File: config.mk
export PLATFORM = sky130hd
export DESIGN_NAME = vdp_cmd_access_pacer
export DESIGN_NICKNAME = d
export VERILOG_FILES = /design/src/rtl/vdp_cmd_access_pacer.sv
export SDC_FILE = /design/constraint.sdc
export NUM_CORES = 1
export LEC_CHECK = 0
export BUFFER_PORTS_ARGS = -buffer_cell sky130_fd_sc_hd__buf_2
export CAP_MARGIN = 10
export CORE_AREA = 2 2 68 70
export DETAILED_ROUTE_END_ITERATION = 8
export DIE_AREA = 0 0 70 72
export PLACE_DENSITY = 0.86
export SYNTH_ARGS = -nofsm -noshare
export SYNTH_HDL_FRONTEND = slang
export SYNTH_SLANG_ARGS = --single-unit
export TNS_END_PERCENT = 5
File: constraint.sdc
create_clock -name CLK21M -period 3.5 [get_ports CLK21M]
set_clock_uncertainty 0.05 [all_clocks]
set_input_delay 0.175 -clock CLK21M [delete_from_list [all_inputs] [get_ports CLK21M]]
set_output_delay 0.175 -clock CLK21M [all_outputs]
set_load 0.1 [all_outputs]
File: src/rtl/vdp_cmd_access_pacer.sv
// VDP command-engine VRAM access pacer.
// Starts one VRAM access per command request while the wait controller's
// ACTIVE throttle is high, arbitrates it onto the VRAM slot interface and
// returns one CMD_ACK plus one DRIVE pulse per completed access. Reads that
// never see VRAM_RVALID are force-completed after RD_TIMEOUT wait cycles with
// data 8'hFF and a sticky TIMEOUT_ERR.
// Optional build macro VDP_ACCESS_STATS_EN adds the STALL_CNT output, which
// counts cycles a request was held off by ACTIVE = 0.
module vdp_cmd_access_pacer #(
  parameter int unsigned RD_TIMEOUT = 15
) (
  input  logic        CLK21M,
  input  logic        RESET_N,
  input  logic        ACTIVE,
  input  logic        CMD_REQ,
  input  logic        CMD_WR,
  input  logic [16:0] CMD_ADDR,
  input  logic [7:0]  CMD_WDATA,
  output logic        CMD_ACK,
  output logic [7:0]  CMD_RDATA,
  output logic        VRAM_REQ,
  input  logic        VRAM_GNT,
  output logic [16:0] VRAM_ADDR,
  output logic        VRAM_WE,
  output logic [7:0]  VRAM_WDATA,
  input  logic [7:0]  VRAM_RDATA,
  input  logic        VRAM_RVALID,
  output logic        DRIVE,
  output logic        BUSY,
  output logic        TIMEOUT_ERR,
  input  logic        CLR_ERR
`ifdef VDP_ACCESS_STATS_EN
  ,
  output logic [15:0] STALL_CNT
`endif
);

  typedef enum logic [1:0] {StIdle, StReq, StWaitRd, StAck} state_e;

  // Counter value at which a read is force-completed.
  localparam logic [7:0] TimeoutLast = 8'(RD_TIMEOUT);

  state_e      state_q;
  logic [7:0]  cnt_q;
  logic        ack_q;
  logic        drive_q;
  logic        busy_q;
  logic        err_q;
  logic        vram_req_q;
  logic        we_q;
  logic [16:0] addr_q;
  logic [7:0]  wdata_q;
  logic [7:0]  rdata_q;

  // Access FSM with registered outputs; ACK/DRIVE are raised on entry to StAck.
  always_ff @(posedge CLK21M or negedge RESET_N) begin
    if (!RESET_N) begin
      state_q    <= StIdle;
      cnt_q      <= 8'd0;
      ack_q      <= 1'b0;
      drive_q    <= 1'b0;
      busy_q     <= 1'b0;
      err_q      <= 1'b0;
      vram_req_q <= 1'b0;
      we_q       <= 1'b0;
      addr_q     <= 17'd0;
      wdata_q    <= 8'd0;
      rdata_q    <= 8'd0;
    end else begin
      ack_q   <= 1'b0;
      drive_q <= 1'b0;
      // A timeout set below in the same cycle overrides this clear.
      if (CLR_ERR) begin
        err_q <= 1'b0;
      end
      unique case (state_q)
        StIdle: begin
          if (CMD_REQ && ACTIVE) begin
            state_q    <= StReq;
            busy_q     <= 1'b1;
            vram_req_q <= 1'b1;
            we_q       <= CMD_WR;
            addr_q     <= CMD_ADDR;
            wdata_q    <= CMD_WDATA;
          end
        end
        StReq: begin
          if (VRAM_GNT) begin
            vram_req_q <= 1'b0;
            cnt_q      <= 8'd0;
            if (we_q) begin
              state_q <= StAck;
              ack_q   <= 1'b1;
              drive_q <= 1'b1;
            end else begin
              state_q <= StWaitRd;
            end
          end
        end
        StWaitRd: begin
          if (VRAM_RVALID) begin
            rdata_q <= VRAM_RDATA;
            state_q <= StAck;
            ack_q   <= 1'b1;
            drive_q <= 1'b1;
          end else begin
            cnt_q <= cnt_q + 8'd1;
            if (cnt_q + 8'd1 == TimeoutLast) begin
              rdata_q <= 8'hFF;
              err_q   <= 1'b1;
              state_q <= StAck;
              ack_q   <= 1'b1;
              drive_q <= 1'b1;
            end
          end
        end
        StAck: begin
          state_q <= StIdle;
          busy_q  <= 1'b0;
        end
        default: begin
          state_q <= StIdle;
          busy_q  <= 1'b0;
        end
      endcase
    end
  end

  assign CMD_ACK     = ack_q;
  assign DRIVE       = drive_q;
  assign BUSY        = busy_q;
  assign TIMEOUT_ERR = err_q;
  assign VRAM_REQ    = vram_req_q;
  assign VRAM_WE     = we_q;
  assign VRAM_ADDR   = addr_q;
  assign VRAM_WDATA  = wdata_q;
  assign CMD_RDATA   = rdata_q;

`ifdef VDP_ACCESS_STATS_EN
  logic [15:0] stall_q;

  // Saturating count of IDLE cycles where a request is held off by the throttle.
  always_ff @(posedge CLK21M or negedge RESET_N) begin
    if (!RESET_N) begin
      stall_q <= 16'd0;
    end else if (CLR_ERR) begin
      stall_q <= 16'd0;
    end else if (state_q == StIdle && CMD_REQ && !ACTIVE && stall_q != 16'hFFFF) begin
      stall_q <= stall_q + 16'd1;
    end
  end

  assign STALL_CNT = stall_q;
`endif

endmodule

---- Yosys cells after proc, flatten, opt, wreduce, memory -nomap -nowiden ----
Cells that the tools add are included.
storage, ports and cells
  input port bits ......................... 41
  word-level logic and storage cells ...... 55
  bits in registers ....................... 48
  output and inout bits ................... 39
cells by class
  add/sub/neg operators ................... 1
  reductions and logical operators ........ 12
  multiplexer cells ....................... 24
  eq/ne operators ......................... 8
operators by type and width
  cell                   number
  $mux W8                4
  $pmux W8 S2            1
  $mux W1                11
  $reduce_and A3 Y1      3
  $add A8 B1 Y8 const B  1
  $eq A8 B4 Y1 const B   1
  $mux W2                4
  $pmux W2 S4            1
  $reduce_bool A2 Y1     4
  $ne A2 B2 Y1 const B   3
  $pmux W1 S2            3
  $reduce_and A2 Y1      3
  $eq A2 B2 Y1 const B   2
  $ne A3 B3 Y1 const B   1
  $eq A2 B1 Y1 const B   1
  $logic_not A2 Y1       1
  $logic_and A1 B1 Y1    1

---- Logic depth before layout (Yosys ltp) ----
Gate-level depths: netlist (run 1).
  depth after elaboration ................. 5
  gate-level depth with buffers ........... 7
  mapped depth without buffers ............ 6

---- Least setup slack after synthesis (run 1) ----
OpenSTA, ideal clock, no wires.
  kind .................................... register to register
  start ................................... register cnt_q[0]
  end ..................................... register state_q[1]
  clock period less this slack ............ 1.919 ns
  arrival ................................. 1.744 ns
  data required time ...................... 3.325 ns
  setup time .............................. 0.125 ns
  path slack .............................. 1.581 ns
  path buffers ............................ 0
  stages on the path, launching flop included .. 7
  cells stage by stage .................... dfrtp_1 inv_1 ha_1 or4b_4 nor4_4 o21ai_2 mux2_4
between the ends
  word-level cells in the longest chain between the ends .. 4
RTL lines
  what                                line  source
  start, declared                     44    logic [7:0] cnt_q;
  start signal, assigned              107   cnt_q <= cnt_q + 8'd1;
  $add A8 B1 Y8                       108   if (cnt_q + 8'd1 == TimeoutLast) begin
  $eq A8 B4 Y1                        108
  $ne A3 B3 Y1 (no source line)       n/a
  $reduce_and A3 Y1 (no source line)  n/a
  end signal, assigned                111   state_q <= StAck;
  end signal, assigned                118   state_q <= StIdle;
  end signal, assigned                122   state_q <= StIdle;
  end, declared                       43    state_e state_q;
No other way between the ends.
A chain may end at the register's enable or synchronous reset.

---- Worst setup path after layout (run 1) ----
  start ................................... register cnt_q[0]
  end ..................................... register rdata_q[4], in the netlist CMD_RDATA[4]
between the ends
  word-level cells in the longest chain between the ends .. 4
RTL lines
  what                                 line  source
  $add A8 B1 Y8                        108
  $eq A8 B4 Y1                         108
  $reduce_bool A2 Y1 (no source line)  n/a
  $reduce_and A2 Y1 (no source line)   n/a
  end signal, assigned                 68    rdata_q <= 8'd0;
  end signal, assigned                 102   rdata_q <= VRAM_RDATA;
  end signal, assigned                 109   rdata_q <= 8'hFF;
  end, declared                        53    logic [7:0] rdata_q;
No other way between the ends.

==> results of run 1 <==
## kinds of logic after synthesis
family,Yosys count,share of synthesized area
compound gates,35,0.131
simple gates,29,0.0799
xor+xnor,2,0.00816
flops,48,0.560
buf+inv,12,0.0268
fa+ha+maj,7,0.0408
mux,29,0.153
## sequential cells by signal, indices dropped and copies added (netlist names)
name         flops
state_q          2
VRAM_WE          1
VRAM_WDATA       8
TIMEOUT_ERR      1
cnt_q            8
VRAM_REQ         1
DRIVE            1
CMD_RDATA        8
BUSY             1
VRAM_ADDR       17
## stage by stage
step	setup WS, ns	util	cell area, um^2	hold WS (ns)
floorplan	1.58	-	2150	-0.171
global placement	1.47	0.605	2580	0.318
detailed placement	1.40	0.605	2580	0.321
CTS	1.39	0.630	2690	0.0220
global route	1.26	0.630	2690	0.0249
finish	1.40	0.630	2690	-0.00454
## worst max-delay path: stages, from the launching register on
cell and delay (ns):
dfrtp_1 0.44, inv_1 0.08, ha_1 0.13, or4b_4 0.46
nor4_4 0.37, o21a_1 0.34, o22a_2 0.19
## per-layer routing
metal | global-route usage | wire, um
met1 | 0.206 | 1690
met2 | 0.305 | 2230
met3 | 0.0444 | 180
met4 | 0.0684 | 92
met5 | 0 | 0
## worst max path at each step
stage,from,endpoint,slack (ns),cells after the start
2_1_floorplan,cnt_q[0]$_DFFE_PN0P_,state_q[1]$_DFFE_PN0P_,1.58,6
3_3_place_gp,cnt_q[0]$_DFFE_PN0P_,CMD_RDATA[5]$_DFFE_PN0P_,1.47,6
3_5_place_dp,cnt_q[0]$_DFFE_PN0P_,CMD_RDATA[1]$_DFFE_PN0P_,1.40,6
4_1_cts,cnt_q[0]$_DFFE_PN0P_,CMD_RDATA[4]$_DFFE_PN0P_,1.39,6
5_1_grt,cnt_q[0]$_DFFE_PN0P_,CMD_RDATA[5]$_DFFE_PN0P_,1.26,6
6_report,cnt_q[0]$_DFFE_PN0P_,CMD_RDATA[4]$_DFFE_PN0P_,1.40,6
## repair_timing
action / CTS / global route
hold endpoints to repair: 1 / 0
hold buffers: 1 / 0
setup endpoints to repair: 0 / 0
## cell type report
| type | count | share of cell area |
|---|---|---|
| Inverter | 6 | 0.00839 |
| Sequential cell | 48 | 0.447 |
| Multi-Input combinational cell | 102 | 0.330 |
| Tap cell | 52 | 0.0242 |
| Clock inverter | 2 | 0.00513 |
| Clock buffer | 6 | 0.0308 |
| Timing Repair Buffer | 81 | 0.154 |
## cell usage after synthesis, types with 2 or more instances
cell type	count
dfrtp_1	48
mux2_2	27
nand2_1	9
ha_1	7
o22a_2	7
a22o_1	6
inv_1	6
nand3_1	4
nor3_1	4
clkbuf_1	3
o21ai_0	3
a21o_1	2
a31oi_1	2
nand2b_1	2
nor2_1	2
o21a_1	2
==> run metrics, run 1 <==
status=complete, but fails checks; failing checks=negative hold slack; CP endpoint kind=flip-flop; ant diodes=0; unrepaired setup endpoints after global routing=no; mapped cell area=0.00215 mm^2; Chip Width=70 um; Worst-path clk slew=0.09 ns; Tmin final=2.10 ns; Unique masters post-synth=44; WP data arrival=2.29 ns; sequential-to-total area share from yosys stat=0.560; Max Slew Vio Count=0; GRT Total Usage=0.174; reg2reg end=CMD_RDATA[4]$_DFFE_PN0P_; H-tree Lvls=2; fin nets=292; startpoint type of the worst setup path=flip-flop; Via density=5.25; Seq. cell area=0.00120 mm^2; Setup violations, final=0; post-CTS setup buffers=0; Num Clock Sinks=48; crit share post-route=0.600; global placement routability congestion=0.758; Final Hold Vio Count=3; Reg2Reg Setup Slack=1.40 ns; Detailed Route Iter0 Violations=55; Post-synth ARST share=1.00; TritonCTS clock tree=built; total gr overflow=0; Synth top area share=0.560; Finished Layout Cells=297; post-DP HPWL=3150 um; normalized max-slew margin=0.312; first-pass GRT wire length=6960 um; synthesized instance count=162; Hold Path Class=input port to async pin; Port Buffer Count=79; antenna violations before repair=0; Avg WL per Cell=14.1 um; Fillers=351; vias in the first global route=1545; I/O pin cnt=80; Max Cap Violations=0; #FFs+latches synth=48; Die ar.=0.00504 mm^2; EDFF count, synth=0; clock tree buffer depth=2; hold slack=-0.00454 ns; CP Data Required Time=3.69 ns; placed cells=288; DRC Markers=0; post-route ant nets=0; Worst-Skew Late Latency=0.30 ns; CP Class=flip-flop to flip-flop; Setup Total Neg Slack=0 ns; Synth Net Count=210; Core ar.=0.00426 mm^2; actual slew at the worst max-slew pin=1.03 ns; share of cells above drive strength 1=0.522; highest clock rate=476 MHz; Die Height=72 um; Mean Syn Cell Area=13.2 um^2; most frequent cells in the layout=79 x buf_2, 48 x dfrtp_1, 27 x mux2_2; total number of yosys warnings=0; Synth area leader=dfrtp_1; ys flop type=dfrtp_1; Max FO, Critical Path=9; total CTS buffers=5; main area contributors after synthesis=dfrtp_1 56%, mux2_2 14%, ha_1 4.1%; Reg-to-Reg Start=cnt_q[0]$_DFFE_PN0P_; area grow syn2layout=25.1%; FF-to-FF path depth=6; final WL=4200 um; CTS resizes=0; num rows=24; Multi-input gate area=887 um^2; root buf cell=clkbuf_8; largest net degree at the start of global routing=49; routed via count=1560; commonest non-fill, non-tap cell in the layout=buf_2; drt pass-1 iters=4; starting density of the core=0.503
Power of run 1 is not shown: default switching activity piles up to over one toggle a cycle in this logic, so the estimate is an artifact.
==> run 2: changes to the inputs <==
--- a/config.mk
+++ b/config.mk
@@ -7,10 +7,10 @@
 export LEC_CHECK = 0
 export BUFFER_PORTS_ARGS = -buffer_cell sky130_fd_sc_hd__buf_2
 export CAP_MARGIN = 10
-export CORE_AREA = 2 2 68 70
+export CORE_AREA = 2 2 70 72
 export DETAILED_ROUTE_END_ITERATION = 8
-export DIE_AREA = 0 0 70 72
-export PLACE_DENSITY = 0.86
+export DIE_AREA = 0 0 72 74
+export PLACE_DENSITY = 0.82
 export SYNTH_ARGS = -nofsm -noshare
 export SYNTH_HDL_FRONTEND = slang
 export SYNTH_SLANG_ARGS = --single-unit
==> constraint.sdc (replaced) <==
create_clock -name CLK21M -period 2.2 [get_ports CLK21M]
set_clock_uncertainty 0.05 [all_clocks]
set_input_delay 0.11 -clock CLK21M [delete_from_list [all_inputs] [get_ports CLK21M]]
set_output_delay 0.11 -clock CLK21M [all_outputs]
set_load 0.1 [all_outputs]
==> run 2 against run 1 <==
  * The flow now finishes without violations
  * Final cell count up 12%
  * Global-route usage is 1.8 points higher
  * Setup slack lost 1.2 ns
  * Flip-flop and latch count unchanged
  * Die area grew 5.7%
  * Register-to-register slack lost 1.2 ns
  * Highest routed layer unchanged
==> run metrics, run 2 (synthesis results as in run 1) <==
Die Height=74 um; Chip Width=72 um; TritonCTS clock tree=built; post-DP HPWL=3360 um; Cell Chain, Critical Path=inv_1, ha_1, or4b_4, nor4_4, o21ai_2, mux2_4; num rows=25; Avg WL per Cell=14.9 um; CP endpoint kind=flip-flop; Via density=5.06; max FFs per register=17; starting density of the core=0.467; WP data arrival=2.19 ns; unrepaired setup endpoints after global routing=no; I/O pin cnt=80; CP Data Required Time=2.34 ns; Fillers=348; routed via count=1679; Seq. cell area=0.00120 mm^2; Setup Total Neg Slack=0 ns; antenna violations before repair=0; met1 Track Usage GR=0.225; DRC Markers=0; H-tree Lvls=2; GRT Total Usage=0.192; total gr overflow=0; CP Class=flip-flop to flip-flop; CP Buf/Inv Count=1; area grow syn2layout=42.2%; commonest non-fill, non-tap cell in the layout=buf_2; met2 usage=0.344; ant diodes=0; global placement routability congestion=0.832; Max FO, Critical Path=6; highest clock rate=488 MHz; Setup violations, final=0; Tmin final=2.05 ns; crit share post-route=0.931; Multi-input gate area=888 um^2; actual slew at the worst max-slew pin=0.602 ns; root buf cell=clkbuf_8; Port Buffer Count=79; Max Cap Violations=0; Num Clock Sinks=48; Detailed Route Iter0 Violations=38; slack of the critical path=0.151 ns; Die ar.=0.00533 mm^2; drt pass-1 iters=4; crit-path leading delay family=simple AND/OR/NAND/NOR gates; Worst-Skew Late Latency=0.30 ns; slowest cell on the critical path=or4b_4; Core ar.=0.00460 mm^2; Max Slew Vio Count=0; largest net degree at the start of global routing=28; final WL=4950 um; Hold Path Class=input port to flip-flop; Worst-path clk slew=0.09 ns; total CTS buffers=5; first-pass GRT wire length=7840 um; share of cells above drive strength 1=0.475; vias in the first global route=1691; busiest grt layer=met2; most frequent cells in the layout=79 x buf_2, 48 x dfrtp_1, 31 x dlygate4sd3_1; DP Worst Slack=0.0910 ns; post-route ant nets=0; status=completed; clock tree buffer depth=2; fin nets=326; CP max stage delay=0.47 ns; Final Hold Vio Count=0; met3 GRT Util=0.0407; normalized max-slew margin=0.596; startpoint type of the worst setup path=flip-flop
run 2: cell types whose count changed in the layout (fill, tap and decap cells not counted), sizes merged:
cell / before / now
dlygate4sd3: 1 / 31
buf: 80 / 84
bufinv: 0 / 2
clkbuf: 6 / 5
clkinv: 1 / 0
inv: 7 / 6
run 2: timing repair:
item / 4_1_cts / 5_1_grt
hold endpoints to repair: 76 / 2
resized for setup: 0 / 1
buffers inserted: 0 / 0
setup endpoints to repair: 0 / 9
hold buffers: 29 / 2
run 2: per-layer routing:
metal  up-vias  wire [um]
li1        820          -
met1       803       2010
met2        45       2640
met3        11        182
met4         0        119
met5         -          0
run 2: metrics by stage:
step                      cell area [um^2]  hold slack [ns]   util  std cells
after CTS                             3030          0.00258  0.659        330
after global placement                2610           0.0608  0.568        294
after global routing                  3050         0.000762  0.664        332
after floorplan                       2150           -0.236      -        162
after detailed placement              2610           0.0701  0.568        294
final                                 3050          0.00707  0.664        332
run 2: final cells by class:
cell class / count / share of cell area
flip-flops and latches: 48 / 0.394
multi-input cells: 102 / 0.291
repair buffers: 115 / 0.244
clock buffers: 5 / 0.0226
well taps: 54 / 0.0221
clock inverters: 2 / 0.0197
inverters: 6 / 0.00738
run 2: worst paths after layout:
| path | slack [ns] | depth (start not counted) | start | to |
|---|---|---|---|---|
| worst max-delay path | 0.15 | 6 | cnt_q[0]$_DFFE_PN0P_ | state_q[1]$_DFFE_PN0P_ |
| worst min-delay path | 0.007 | 2 | CMD_ADDR[5] | VRAM_ADDR[5]$_DFFE_PN0P_ |
| worst max register to register | 0.15 | 6 | cnt_q[0]$_DFFE_PN0P_ | state_q[1]$_DFFE_PN0P_ |
| worst min register to register | 0.45 | 1 | VRAM_ADDR[15]$_DFFE_PN0P_ | VRAM_ADDR[15]$_DFFE_PN0P_ |
| max in group asynchronous | 1.52 | 3 | RESET_N | VRAM_WDATA[1]$_DFFE_PN0P_ |
| min in group asynchronous | 0.31 | 3 | RESET_N | DRIVE$_DFF_PN0_ |
Power of run 2 is left out for the same reason.
